$ cat config.mk
export PLATFORM = sky130hd
export DESIGN_NAME = addkey_bank_flat
export DESIGN_NICKNAME = d
export VERILOG_FILES = /design/src/rtl/addkey_bank_if.sv /design/src/rtl/addkey_bank.sv /design/src/flat_wrapper.sv
export SDC_FILE = /design/constraint.sdc
export NUM_CORES = 2
export LEC_CHECK = 0
export CORE_MARGIN = 5
export CORE_UTILIZATION = 58
export DETAILED_ROUTE_END_ITERATION = 7
export DONT_BUFFER_PORTS = 1
export HOLD_SLACK_MARGIN = 0.08
export PLACE_DENSITY_LB_ADDON = 0.05
export SYNTH_ARGS = -nofsm -noshare
export SYNTH_HDL_FRONTEND = slang
export SYNTH_SLANG_ARGS = --single-unit
$ cat constraint.sdc
create_clock -name clk -period 2 [get_ports clk]
set_clock_uncertainty 0.15 [all_clocks]
set_input_delay 0.2 -clock clk [delete_from_list [all_inputs] [get_ports clk]]
set_output_delay 0.2 -clock clk [all_outputs]
set_load 0.02 [all_outputs]
$ cat src/rtl/addkey_bank_if.sv
// Bundle of the key-store write port, operation request and result signals of addkey_bank.
// The master drives keys and requests; the slave (the bank) returns finish/addkey/err.
interface addkey_bank_if #(
  parameter int WIDTH = 128,
  parameter int IDXW  = 4
);
  logic             key_wr;
  logic [IDXW-1:0]  key_wr_idx;
  logic [WIDTH-1:0] key_in;
  logic             start;
  logic [WIDTH-1:0] in;
  logic [IDXW-1:0]  key_idx;
  logic             chain;
  logic             chain_clr;
  logic             finish;
  logic [WIDTH-1:0] addkey;
  logic             err;

  modport master (
    output key_wr, key_wr_idx, key_in, start, in, key_idx, chain, chain_clr,
    input  finish, addkey, err
  );

  modport slave (
    input  key_wr, key_wr_idx, key_in, start, in, key_idx, chain, chain_clr,
    output finish, addkey, err
  );
endinterface

$ cat src/rtl/addkey_bank.sv
// Round-key bank with AddRoundKey (XOR) datapath and optional chaining of the previous result.
// Operands are captured on request; the result is registered one edge later and held until start drops.
module addkey_bank #(
  parameter int WIDTH = 128,
  parameter int NKEYS = 11,
  parameter int IDXW  = 4
) (
  input  logic         clk,
  input  logic         rst,
  addkey_bank_if.slave bus
);

  typedef enum logic [1:0] {IDLE, CALC, DONE} state_e;

  state_e           state_q, state_d;
  logic [WIDTH-1:0] key_store_q [NKEYS];
  logic [WIDTH-1:0] key_store_d [NKEYS];
  logic [WIDTH-1:0] in_q, in_d;
  logic [WIDTH-1:0] key_q, key_d;
  logic             chain_mode_q, chain_mode_d;
  logic             idx_err_q, idx_err_d;
  logic [WIDTH-1:0] chain_reg_q, chain_reg_d;
  logic [WIDTH-1:0] addkey_q, addkey_d;
  logic             finish_q, finish_d;
  logic             err_q, err_d;
  logic [WIDTH-1:0] sel_key;
  logic             sel_hit;
  logic [WIDTH-1:0] result;

  // Out-of-range indices find no entry, so the key term falls back to zero.
  always_comb begin
    sel_key = '0;
    sel_hit = 1'b0;
    for (int i = 0; i < NKEYS; i++) begin
      if (bus.key_idx == IDXW'(i)) begin
        sel_key = key_store_q[i];
        sel_hit = 1'b1;
      end
    end
  end

  always_comb begin
    key_store_d = key_store_q;
    for (int i = 0; i < NKEYS; i++) begin
      if (bus.key_wr && (bus.key_wr_idx == IDXW'(i))) begin
        key_store_d[i] = bus.key_in;
      end
    end
  end

  assign result = in_q ^ key_q ^ (chain_mode_q ? chain_reg_q : '0);

  always_comb begin
    state_d      = state_q;
    in_d         = in_q;
    key_d        = key_q;
    chain_mode_d = chain_mode_q;
    idx_err_d    = idx_err_q;
    chain_reg_d  = chain_reg_q;
    addkey_d     = addkey_q;
    finish_d     = finish_q;
    err_d        = err_q;
    unique case (state_q)
      IDLE: begin
        finish_d = 1'b0;
        if (bus.start) begin
          in_d         = bus.in;
          key_d        = sel_key;
          chain_mode_d = bus.chain;
          idx_err_d    = ~sel_hit;
          state_d      = CALC;
        end
      end
      CALC: begin
        if (bus.start) begin
          addkey_d    = result;
          err_d       = idx_err_q;
          chain_reg_d = result;
          finish_d    = 1'b1;
          state_d     = DONE;
        end else begin
          state_d = IDLE;
        end
      end
      DONE: begin
        if (!bus.start) begin
          finish_d = 1'b0;
          state_d  = IDLE;
        end
      end
      default: state_d = IDLE;
    endcase
    // A clear on the same edge as a result load takes priority.
    if (bus.chain_clr) begin
      chain_reg_d = '0;
    end
  end

  always_ff @(posedge clk) begin
    if (!rst) begin
      state_q      <= IDLE;
      in_q         <= '0;
      key_q        <= '0;
      chain_mode_q <= 1'b0;
      idx_err_q    <= 1'b0;
      chain_reg_q  <= '0;
      addkey_q     <= '0;
      finish_q     <= 1'b0;
      err_q        <= 1'b0;
      for (int i = 0; i < NKEYS; i++) begin
        key_store_q[i] <= '0;
      end
    end else begin
      state_q      <= state_d;
      in_q         <= in_d;
      key_q        <= key_d;
      chain_mode_q <= chain_mode_d;
      idx_err_q    <= idx_err_d;
      chain_reg_q  <= chain_reg_d;
      addkey_q     <= addkey_d;
      finish_q     <= finish_d;
      err_q        <= err_d;
      key_store_q  <= key_store_d;
    end
  end

  assign bus.finish = finish_q;
  assign bus.addkey = addkey_q;
  assign bus.err    = err_q;

endmodule

$ cat src/flat_wrapper.sv
// flat-port wrapper written by rule: the top's interface ports become plain ports
module addkey_bank_flat 
#(
  parameter int WIDTH = 128,
  parameter int NKEYS = 11,
  parameter int IDXW  = 4
)
  (clk, rst, bus_key_wr, bus_key_wr_idx, bus_key_in, bus_start, bus_in, bus_key_idx, bus_chain, bus_chain_clr, bus_finish, bus_addkey, bus_err);
  addkey_bank_if #(.WIDTH(WIDTH), .IDXW(IDXW)) bus_i ();
  input  logic clk;
  input  logic rst;
  input wire logic [$bits(bus_i.key_wr)-1:0] bus_key_wr;
  input wire logic [$bits(bus_i.key_wr_idx)-1:0] bus_key_wr_idx;
  input wire logic [$bits(bus_i.key_in)-1:0] bus_key_in;
  input wire logic [$bits(bus_i.start)-1:0] bus_start;
  input wire logic [$bits(bus_i.in)-1:0] bus_in;
  input wire logic [$bits(bus_i.key_idx)-1:0] bus_key_idx;
  input wire logic [$bits(bus_i.chain)-1:0] bus_chain;
  input wire logic [$bits(bus_i.chain_clr)-1:0] bus_chain_clr;
  output wire logic [$bits(bus_i.finish)-1:0] bus_finish;
  output wire logic [$bits(bus_i.addkey)-1:0] bus_addkey;
  output wire logic [$bits(bus_i.err)-1:0] bus_err;
  assign bus_i.key_wr = bus_key_wr;
  assign bus_i.key_wr_idx = bus_key_wr_idx;
  assign bus_i.key_in = bus_key_in;
  assign bus_i.start = bus_start;
  assign bus_i.in = bus_in;
  assign bus_i.key_idx = bus_key_idx;
  assign bus_i.chain = bus_chain;
  assign bus_i.chain_clr = bus_chain_clr;
  assign bus_finish = bus_i.finish;
  assign bus_addkey = bus_i.addkey;
  assign bus_err = bus_i.err;
  addkey_bank #(.WIDTH(WIDTH), .NKEYS(NKEYS), .IDXW(IDXW)) u_core (.clk(clk), .rst(rst), .bus(bus_i));
endmodule
==> results.py <==
metrics = {
    "status": {
        "status": "finished, violations left",
        "violations": "hold timing, slew limit, setup timing",
    },
    "synth": {
        "ys_ff_latch": 1926,
        "synth-main-ff-cell": "dfxtp_1",
        "syn_area_per_cell_um2": 8.04,
        "synth_edf_count": 0,
        "synth_area_leaders": "dfxtp_1 (45%), nand2_1 (17%), a21boi_0 (15%), clkbuf_1 (3.3%), a21oi_1 (3.2%)",
        "syn_nets": 10900,
        "synth_top_area_share": 0.451,
        "synth_cell_types": 73,
        "netlist_area_mm2": 0.0855,
        "yosys_warnings": 0,
        "async_flop_share": 0,
        "synth.largest_area_cell": "dfxtp_1",
        "synth-seq-area-share": 0.451,
        "syn_inst": 10600,
    },
    "route": {
        "wirelength_um": 344000,
        "drcViolationCount": 0,
        "wl_per_cell_um": 24.3,
        "vias": 86800,
        "ant_nets": 0,
        "via_per_inst": 6.11,
        "drt-initial-drc-count": 10700,
        "first_pass_iters": 7,
    },
    "critical_path": {
        "cp_max_fo": 590,
        "critPathTopFamily": "buffers and inverters",
        "crit_path_start_kind": "primary input",
        "cp_num_buf_inv": 2,
        "reg2reg_depth": 6,
        "critPathRequiredTime_ns": 2.61,
        "worst_setup_path_end_kind": "register",
        "path_depth": 7,
        "crit_arrival_ns": 3.24,
        "crit_path_cell_trace": "nor2b_4 -> buf_12 -> a21o_1 -> a221oi_2 -> a221o_1 -> dlygate4sd3_1 -> a31oi_1",
        "slowest_stage": "nor2b_4",
        "criticalPathCategory": "in -> reg",
        "max_stage_delay_ns": 0.60,
    },
    "floorplan": {
        "io_pins": 400,
        "die_x_um": 394,
        "core-area_mm2": 0.146,
        "fp-row-count": 140,
        "start_util": 0.585,
        "die_y_um": 394,
        "die-area_mm2": 0.155,
    },
    "global_routing": {
        "track_usage": 0.402,
        "grt_overflow_total": 0,
        "antenna_found_initial": 42,
        "grt_max_degree": 1788,
        "grt_pass1_wl_um": 490000,
        "grt_pass1_vias": 82300,
    },
    "finish": {
        "final_common_cell": "nand2_1",
        "final_cell_area_mm2": 0.115,
        "layout_common_cells": "nand2_1 (3784), dlygate4sd3_1 (1949), dfxtp_1 (1924)",
        "fin_nets": 12400,
        "area_delta_synth_final_pct": 34.6,
        "layout-drive-gt1-share": 0.0764,
    },
    "job": {
        "maxCapViolCount": 0,
    },
    "place": {
        "port_buffers": 0,
        "dp_slack_ns": -0.0747,
        "post-dp-hpwl_um": 179000,
        "globalplace.congestion": 0.883,
        "postPlaceCellArea_mm2": 0.0881,
    },
    "clocking": {
        "cts_tree": "done",
        "cts_buffer_depth": 3,
        "h-tree-depth": 4,
        "path_clk_slew_ns": 0.06,
        "cts-buffers-inserted": 197,
        "cts_sinks": 1926,
        "clock_latency_ns": 0.84,
        "ctsRootBufferMaster": "clkbuf_16",
    },
    "timing": {
        "post-route-period-util": 1.31,
        "layout_setup_ws_ns": -0.627,
        "setup-violations-final": 98,
        "slew_violations": 200,
        "worst_pin_slew_ns": 1.99,
        "slew_headroom": -0.328,
        "timing.hold.ws_ns": -0.252,
        "finalHoldViolations": 152,
        "fmax_ghz": 0.381,
        "finalCriticalPeriod_ns": 2.63,
    },
    "power": {
        "p_leak_nw": 43.6,
        "peakVddDrop_mv": 0.873,
        "powerDensity_mw_per_mm2": 752,
    },
    "worst_hold_path": {
        "hold_class": "in -> reg",
        "holdPathStages": 2,
    },
}
## flip-flops by register name (all words and copies together), names as in the netlist
signal               count
u_core.in_q            128
u_core.chain_reg_q     128
u_core.chain_mode_q      1
u_core.state_q           2
u_core.key_q           128
u_core.key_store_q    1408
u_core.idx_err_q         1
u_core.bus.finish        1
u_core.bus.addkey      128
u_core.bus.err           1
## worst reg2reg max path, delay by kind of cell (launching register included)
kind | cells | cell delay [ns]
buf+inv | 3 | 0.81
simple gates | 2 | 0.28
compound gates | 1 | 0.47
flops | 1 | 0.37
## report_power, final
| group | internal [mW] | switching (mW) | leakage (nW) |
|---|---|---|---|
| clock network | 22.0 | 16.0 | 3.27 |
| logic | 3.66 | 4.68 | 24.8 |
| registers | 39.2 | 1.04 | 15.6 |
## final timing paths
path                                 end              startpoint  slack, ns
hold reg to reg   u_core.chain_reg_q[71]  u_core.chain_reg_q[71]       0.31
hold / removal          u_core.in_q[121]                     rst      -0.25
setup / recovery        u_core.key_q[78]          bus_key_idx[0]      -0.63
setup reg to reg         u_core.in_q[21]       u_core.state_q[1]      -0.23
## repair_timing
item,4_1_cts,5_1_grt
hold endpoints to repair,1926,495
hold buffers,1728,237
buffers inserted,0,10
gates resized for setup,0,28
endpoints found under the setup margin,0,717
## logic make-up after synthesis
family | after synthesis | synth area share
AND/OR/NAND/NOR | 4224 | 0.194
buffers and inverters | 1019 | 0.0498
XOR/XNOR | 257 | 0.0263
multiplexers | 247 | 0.0405
flip-flops | 1926 | 0.451
AO/OA/AOI/OAI | 2963 | 0.238
## final cells by class
type,count,area (µm²)
repair buffers,2282,24400
diodes,28,70.1
flip-flops and latches,1926,38600
clock buffers,307,6050
clock inverters,44,548
fillers,9818,31000
multi-input cells,7691,43000
well taps,1917,2400
inverters,3,11.3
## per-stage QoR
step	cells	setup TNS, ns	utilization	hold slack (ns)	power [mW]
after detailed placement	11800	-1.31	0.603	0.194	46.2
after global placement	11800	-0.188	0.603	0.191	46.1
after CTS	13900	0	0.767	-0.497	85.0
after global routing	14200	-3.46	0.787	-0.245	88.6
final	14200	-29.20	0.788	-0.252	86.6
after floorplan	10600	0	-	0.185	45.0
## synth_stat cells (9+ instances only)
master and instances:
o21a_1 17, nand2b_1 29, mux2i_1 75, buf_4 30
nor2_1 171, a22oi_1 36, clkbuf_1 751, xnor2_1 128
nand3_1 29, a21o_1 13, o22ai_1 138, a22o_1 16
nor3b_1 16, buf_2 201, o2bb2ai_1 22, a21boi_0 1662
nand2_1 3794, a21oi_1 544, xor2_1 129, dfxtp_1 1926
mux4_2 69, o211ai_1 89, mux2_2 103, a31oi_1 35
o21ai_1 14, buf_1 25, or2_2 69, o221ai_1 105
nor2b_1 72, o311a_1 9, o21ai_0 213
## layer usage
| metal | part of all wire | vias up | global-route usage |
|---|---|---|---|
| met3 | 0.14 | 1226 | 0.119 |
| met2 | 0.43 | 5410 | 0.613 |
| met1 | 0.39 | 41800 | 0.535 |
| li1 | - | 38400 | - |
| met4 | 0.048 | 22 | 0.164 |
| met5 | 0.00040 | - | 0 |
(Power assumes the default switching activity.)
